[src/rtl/jk_reg_bank.sv]
// Multi-bit JK/D/T/SR register bank with clear, parallel load, global enable,
// registered edge-detect outputs and a saturating change counter.
module jk_reg_bank #(
  parameter int                 WIDTH           = 8,
  parameter logic [WIDTH-1:0]   RST_VAL         = {WIDTH{1'b0}},
  parameter bit                 SR_SET_PRIORITY = 1'b1,
  parameter int                 CNT_W           = 8
) (
  input  logic              clk,
  input  logic              rstn,
  input  logic              en,
  input  logic [1:0]        mode,
  input  logic [WIDTH-1:0]  j,
  input  logic [WIDTH-1:0]  k,
  input  logic              clr,
  input  logic              load,
  input  logic [WIDTH-1:0]  load_val,
  output logic [WIDTH-1:0]  q,
  output logic [WIDTH-1:0]  rise,
  output logic [WIDTH-1:0]  fall,
  output logic              changed,
  output logic [CNT_W-1:0]  toggle_cnt
);

  localparam logic [1:0]       MODE_JK = 2'b00;
  localparam logic [1:0]       MODE_D  = 2'b01;
  localparam logic [1:0]       MODE_T  = 2'b10;
  localparam logic [1:0]       MODE_SR = 2'b11;
  localparam logic [CNT_W-1:0] CNT_MAX = {CNT_W{1'b1}};
  localparam logic [CNT_W-1:0] CNT_ONE = {{(CNT_W-1){1'b0}}, 1'b1};

  logic [WIDTH-1:0] q_q, q_d;
  logic [WIDTH-1:0] rise_q, rise_d;
  logic [WIDTH-1:0] fall_q, fall_d;
  logic             changed_q, changed_d;
  logic [CNT_W-1:0] cnt_q, cnt_d;
  logic [WIDTH-1:0] mode_nq_s;
  logic [WIDTH-1:0] nq_s;

  // Per-bit next state for the selected flip-flop flavour.
  always_comb begin
    mode_nq_s = q_q;
    case (mode)
      MODE_JK: mode_nq_s = (j & ~q_q) | (~k & q_q);
      MODE_D:  mode_nq_s = j;
      MODE_T:  mode_nq_s = j ^ q_q;
      MODE_SR: begin
        if (SR_SET_PRIORITY) begin
          mode_nq_s = j | (~k & q_q);
        end else begin
          mode_nq_s = ~k & (j | q_q);
        end
      end
      default: mode_nq_s = q_q;
    endcase
  end

  // Priority resolution and edge/counter bookkeeping; clr zeroes everything
  // including the counter, so it sits outside the normal change accounting.
  always_comb begin
    nq_s      = q_q;
    q_d       = q_q;
    rise_d    = {WIDTH{1'b0}};
    fall_d    = {WIDTH{1'b0}};
    changed_d = 1'b0;
    cnt_d     = cnt_q;
    if (clr) begin
      q_d   = RST_VAL;
      cnt_d = {CNT_W{1'b0}};
    end else begin
      if (load) begin
        nq_s = load_val;
      end else if (en) begin
        nq_s = mode_nq_s;
      end else begin
        nq_s = q_q;
      end
      q_d       = nq_s;
      rise_d    = nq_s & ~q_q;
      fall_d    = ~nq_s & q_q;
      changed_d = |(nq_s ^ q_q);
      if (changed_d && (cnt_q != CNT_MAX)) begin
        cnt_d = cnt_q + CNT_ONE;
      end else begin
        cnt_d = cnt_q;
      end
    end
  end

  // State and output registers.
  always_ff @(posedge clk or negedge rstn) begin
    if (!rstn) begin
      q_q       <= RST_VAL;
      rise_q    <= {WIDTH{1'b0}};
      fall_q    <= {WIDTH{1'b0}};
      changed_q <= 1'b0;
      cnt_q     <= {CNT_W{1'b0}};
    end else begin
      q_q       <= q_d;
      rise_q    <= rise_d;
      fall_q    <= fall_d;
      changed_q <= changed_d;
      cnt_q     <= cnt_d;
    end
  end

  assign q          = q_q;
  assign rise       = rise_q;
  assign fall       = fall_q;
  assign changed    = changed_q;
  assign toggle_cnt = cnt_q;

endmodule

[config.mk]
export PLATFORM = sky130hd
export DESIGN_NAME = jk_reg_bank
export DESIGN_NICKNAME = d
export VERILOG_FILES = /design/src/rtl/jk_reg_bank.sv
export SDC_FILE = /design/constraint.sdc
export NUM_CORES = 1
export LEC_CHECK = 0
export ABC_AREA = 1
export CAP_MARGIN = 0
export CORE_MARGIN = 2
export CORE_UTILIZATION = 44
export CTS_CLUSTER_DIAMETER = 100
export DETAILED_ROUTE_END_ITERATION = 12
export GPL_TIMING_DRIVEN = 0
export PLACE_DENSITY = 0.77
export SLEW_MARGIN = 0
export SYNTH_ARGS = -nofsm -noshare
export SYNTH_HDL_FRONTEND = slang
export SYNTH_SLANG_ARGS = --single-unit
[constraint.sdc]
create_clock -name clk -period 1.91 [get_ports clk]
set_input_delay 0.2865 -clock clk [delete_from_list [all_inputs] [get_ports clk]]
set_output_delay 0.2865 -clock clk [all_outputs]
set_load 0.03 [all_outputs]
==> out/qor.txt <==
vias in the first global route - 2304
CP startpoint kind - flop
initial antenna violation count - 0
# nets final - 487
fin util - 71.4%
first drt pass iteration count - 6
Via density - 4.93
worst hold path type - primary input to asynchronous set/reset pin
cell taking the most area after synthesis - dfrtp_1
CTS buffer count - 5
fillers - 419
FP Rows - 26
All-Layer GR Usage - 22.1%
pin count of the biggest net entering global routing - 34
clock sinks - 33
Syn Area/Cell - 6.99 um^2
DIE WIDTH - 77.0 um
post-synth top area share - 35.2%
clk_lat worst skew - 0.29 ns
Pins Over Slew Limit - 0
area grow syn2layout - 56.4%
Setup Crit Path Kind - flop to flop
Port Buffers - 61
Max Fclk - 460 MHz
number of max-cap violations - 0
failing checks - negative setup slack
Worst Path Arrival - 2.41 ns
Total Power - 2.28 mW
Least-Margin Pin Slew - 0.724 ns
Root Driver - clkbuf_8
clk buf depth - 2
status - finished, violations left
Post-Syn Area - 0.00235 mm^2
ANT cells - 0
Min Hold Slack - 0.0445 ns
WL met3 - 530 um
Starting Density - 45.7%
Leak - 1.90 nW
post-route cell area - 0.00367 mm^2
Hold Buf Count CTS - 0
Yosys cell types - 24
number of synthesized register bits - 33
final hold vios - 0
syn_nets - 395
DP Wirelength - 4260 um
min cycle time layout - 2.17 ns
highest routed metal layer - met4
number of DRC markers in iteration 0 - 151
GP Congestion - 0.874
Worst Path Required - 2.14 ns
pwr dens - 620 mW/mm^2
Chip Height - 77.0 um
CTS H-tree depth - 2
synth top area cells - dfrtp_1 35%, nand2_1 16%, ha_1 15%, inv_1 12%, nor2_1 6.4%
critical-path maximum fanout - 7
Remaining DRCs - 0
first-pass GRT wire length - 10400 um
remaining antenna violation count - 0
worst setup margin - -0.264 ns
Syn. warnings - 0
DP Area - 0.00308 mm^2
total grt overflow - 0
wire length per cell - 13.7 um
VDD IR max - 0.000514 V
sequential share of the synthesized area - 35.2%
crit share post-route - 114%
# setup viols final - 9
RSZ-0062 raised after global routing - yes
layout cell share with drive strength beyond 1 - 28.9%
I/O pins - 64
Worst Skew - 0.0151 ns
clock-pin slew on the worst setup and hold paths - 0.08 ns
post-synthesis cell count - 336
die area - 0.00594 mm^2
WL met1 - 2580 um
Worst slew margin - 51.7%
Vias - 2458
TritonCTS clock tree - built
Routed WL - 6860 um
wire length on met2 - 3490 um
core area - 0.00514 mm^2
Crit. End Element - flop
[synth_stat cells (all sizes together)]
master and instances:
nand3 13, nand2 105, buf 10, xor2 1
inv 76, clkinv 1, o21bai 2, a21oi 10
dfrtp 33, o21ai 13, nor2 42, nand4 2
ha 28
[worst paths after layout]
| kind | cells after the start | slack (ns) | end | start |
|---|---|---|---|---|
| worst min-delay path | 1 | 0.04 | rise[6] | rstn |
| min in group clk | 2 | 0.32 | fall[7] | clr |
| worst max-delay path | 20 | -0.26 | toggle_cnt[1] | q[5] |
| worst max register to register | 20 | -0.26 | toggle_cnt[1] | q[5] |
| worst min register to register | 2 | 0.56 | toggle_cnt[7] | toggle_cnt[7] |
| max in group asynchronous | 1 | 1.34 | q[1] | rstn |
[critical path: stages, from the launching register on]
cell and delay, ns:
dfrtp_2 0.40, inv_4 0.06, ha_4 0.25, inv_1 0.03, nand2_1 0.05, nand2_1 0.05
nand2_1 0.05, nand2_1 0.05, nand2_1 0.06, nand2_1 0.07, nand2_2 0.08, inv_2 0.06
ha_4 0.27, nand2_4 0.05, nor2_4 0.13, nand2_4 0.07, nand2_4 0.09, nand2_4 0.08
inv_8 0.10, nand2_2 0.05, nand2_2 0.06
[final cells by class]
cell class	instances	area, um^2	share of cell area (%)
plain buffers	9	55.1	1.50
clock buffers	7	86.3	2.35
clock inverters	1	30.0	0.818
inverters	77	314	8.55
multi-input cells	216	1470	39.9
flip-flops and latches	33	836	22.8
well taps	70	87.6	2.39
repair buffers	86	797	21.7
[cell families after synthesis]
kind of cell             after synthesis  share of synthesized area [%]
flip-flops                            33                           35.2
AND/OR/NAND/NOR                      162                           28.3
adder cells (fa/ha/maj)               28                           14.9
AO/OA/AOI/OAI                         25                           6.18
XOR/XNOR                               1                          0.373
buffers and inverters                 87                           15.0
[power by group]
group | leakage, nW | internal, mW | switching [mW] | total (mW)
clock network | 0.0585 | 0.426 | 0.270 | 0.696
registers | 0.429 | 0.741 | 0.0284 | 0.769
logic | 1.41 | 0.368 | 0.442 | 0.811
total | 1.90 | 1.53 | 0.741 | 2.28
[per-layer routing]
layer  global-route usage, %  vias up
met2                    39.2      111
li1                        -     1174
met1                    26.1     1150
met4                    8.93        0
met5                       0        -
met3                    4.35       23
[placed cells by master, fill, tap and decap left out, types with 2 or more instances in the layout]
cell type / instances
inv_2: 15
o21ai_0: 6
dfrtp_2: 8
nand4_1: 2
inv_4: 5
buf_1: 2
nand3_1: 13
o21ai_2: 4
nand2_2: 19
inv_1: 55
a21oi_1: 9
o21ai_1: 3
nand2_1: 77
nand2_4: 9
o21bai_1: 2
clkdlybuf4s50_1: 49
ha_1: 13
dfrtp_1: 25
buf_4: 25
dlygate4sd2_1: 9
nor2_4: 3
ha_4: 15
buf_2: 8
nor2_1: 38
clkbuf_8: 6
[repair_timing]
action / CTS / global route
buffers inserted: 21 / 3
resized for setup: 47 / 32
setup endpoints to repair: 23 / 9
cloned: 1 / 0
pin swaps: 22 / 28
[through the flow]
stage,setup slack (ns),TNS [ns],instances
2_1_floorplan,-0.242,-1.66,336
3_3_place_gp,-1.06,-18.25,467
3_5_place_dp,-1.11,-15.86,467
4_1_cts,-0.189,-1.42,496
5_1_grt,-0.436,-3.45,499
6_report,-0.264,-1.98,499
[registers in the layout (all words and copies together), names as in the netlist]
name        flops
fall            8
q               8
rise            8
toggle_cnt      8
changed         1
Note: power is estimated with default switching activity, not from simulation.
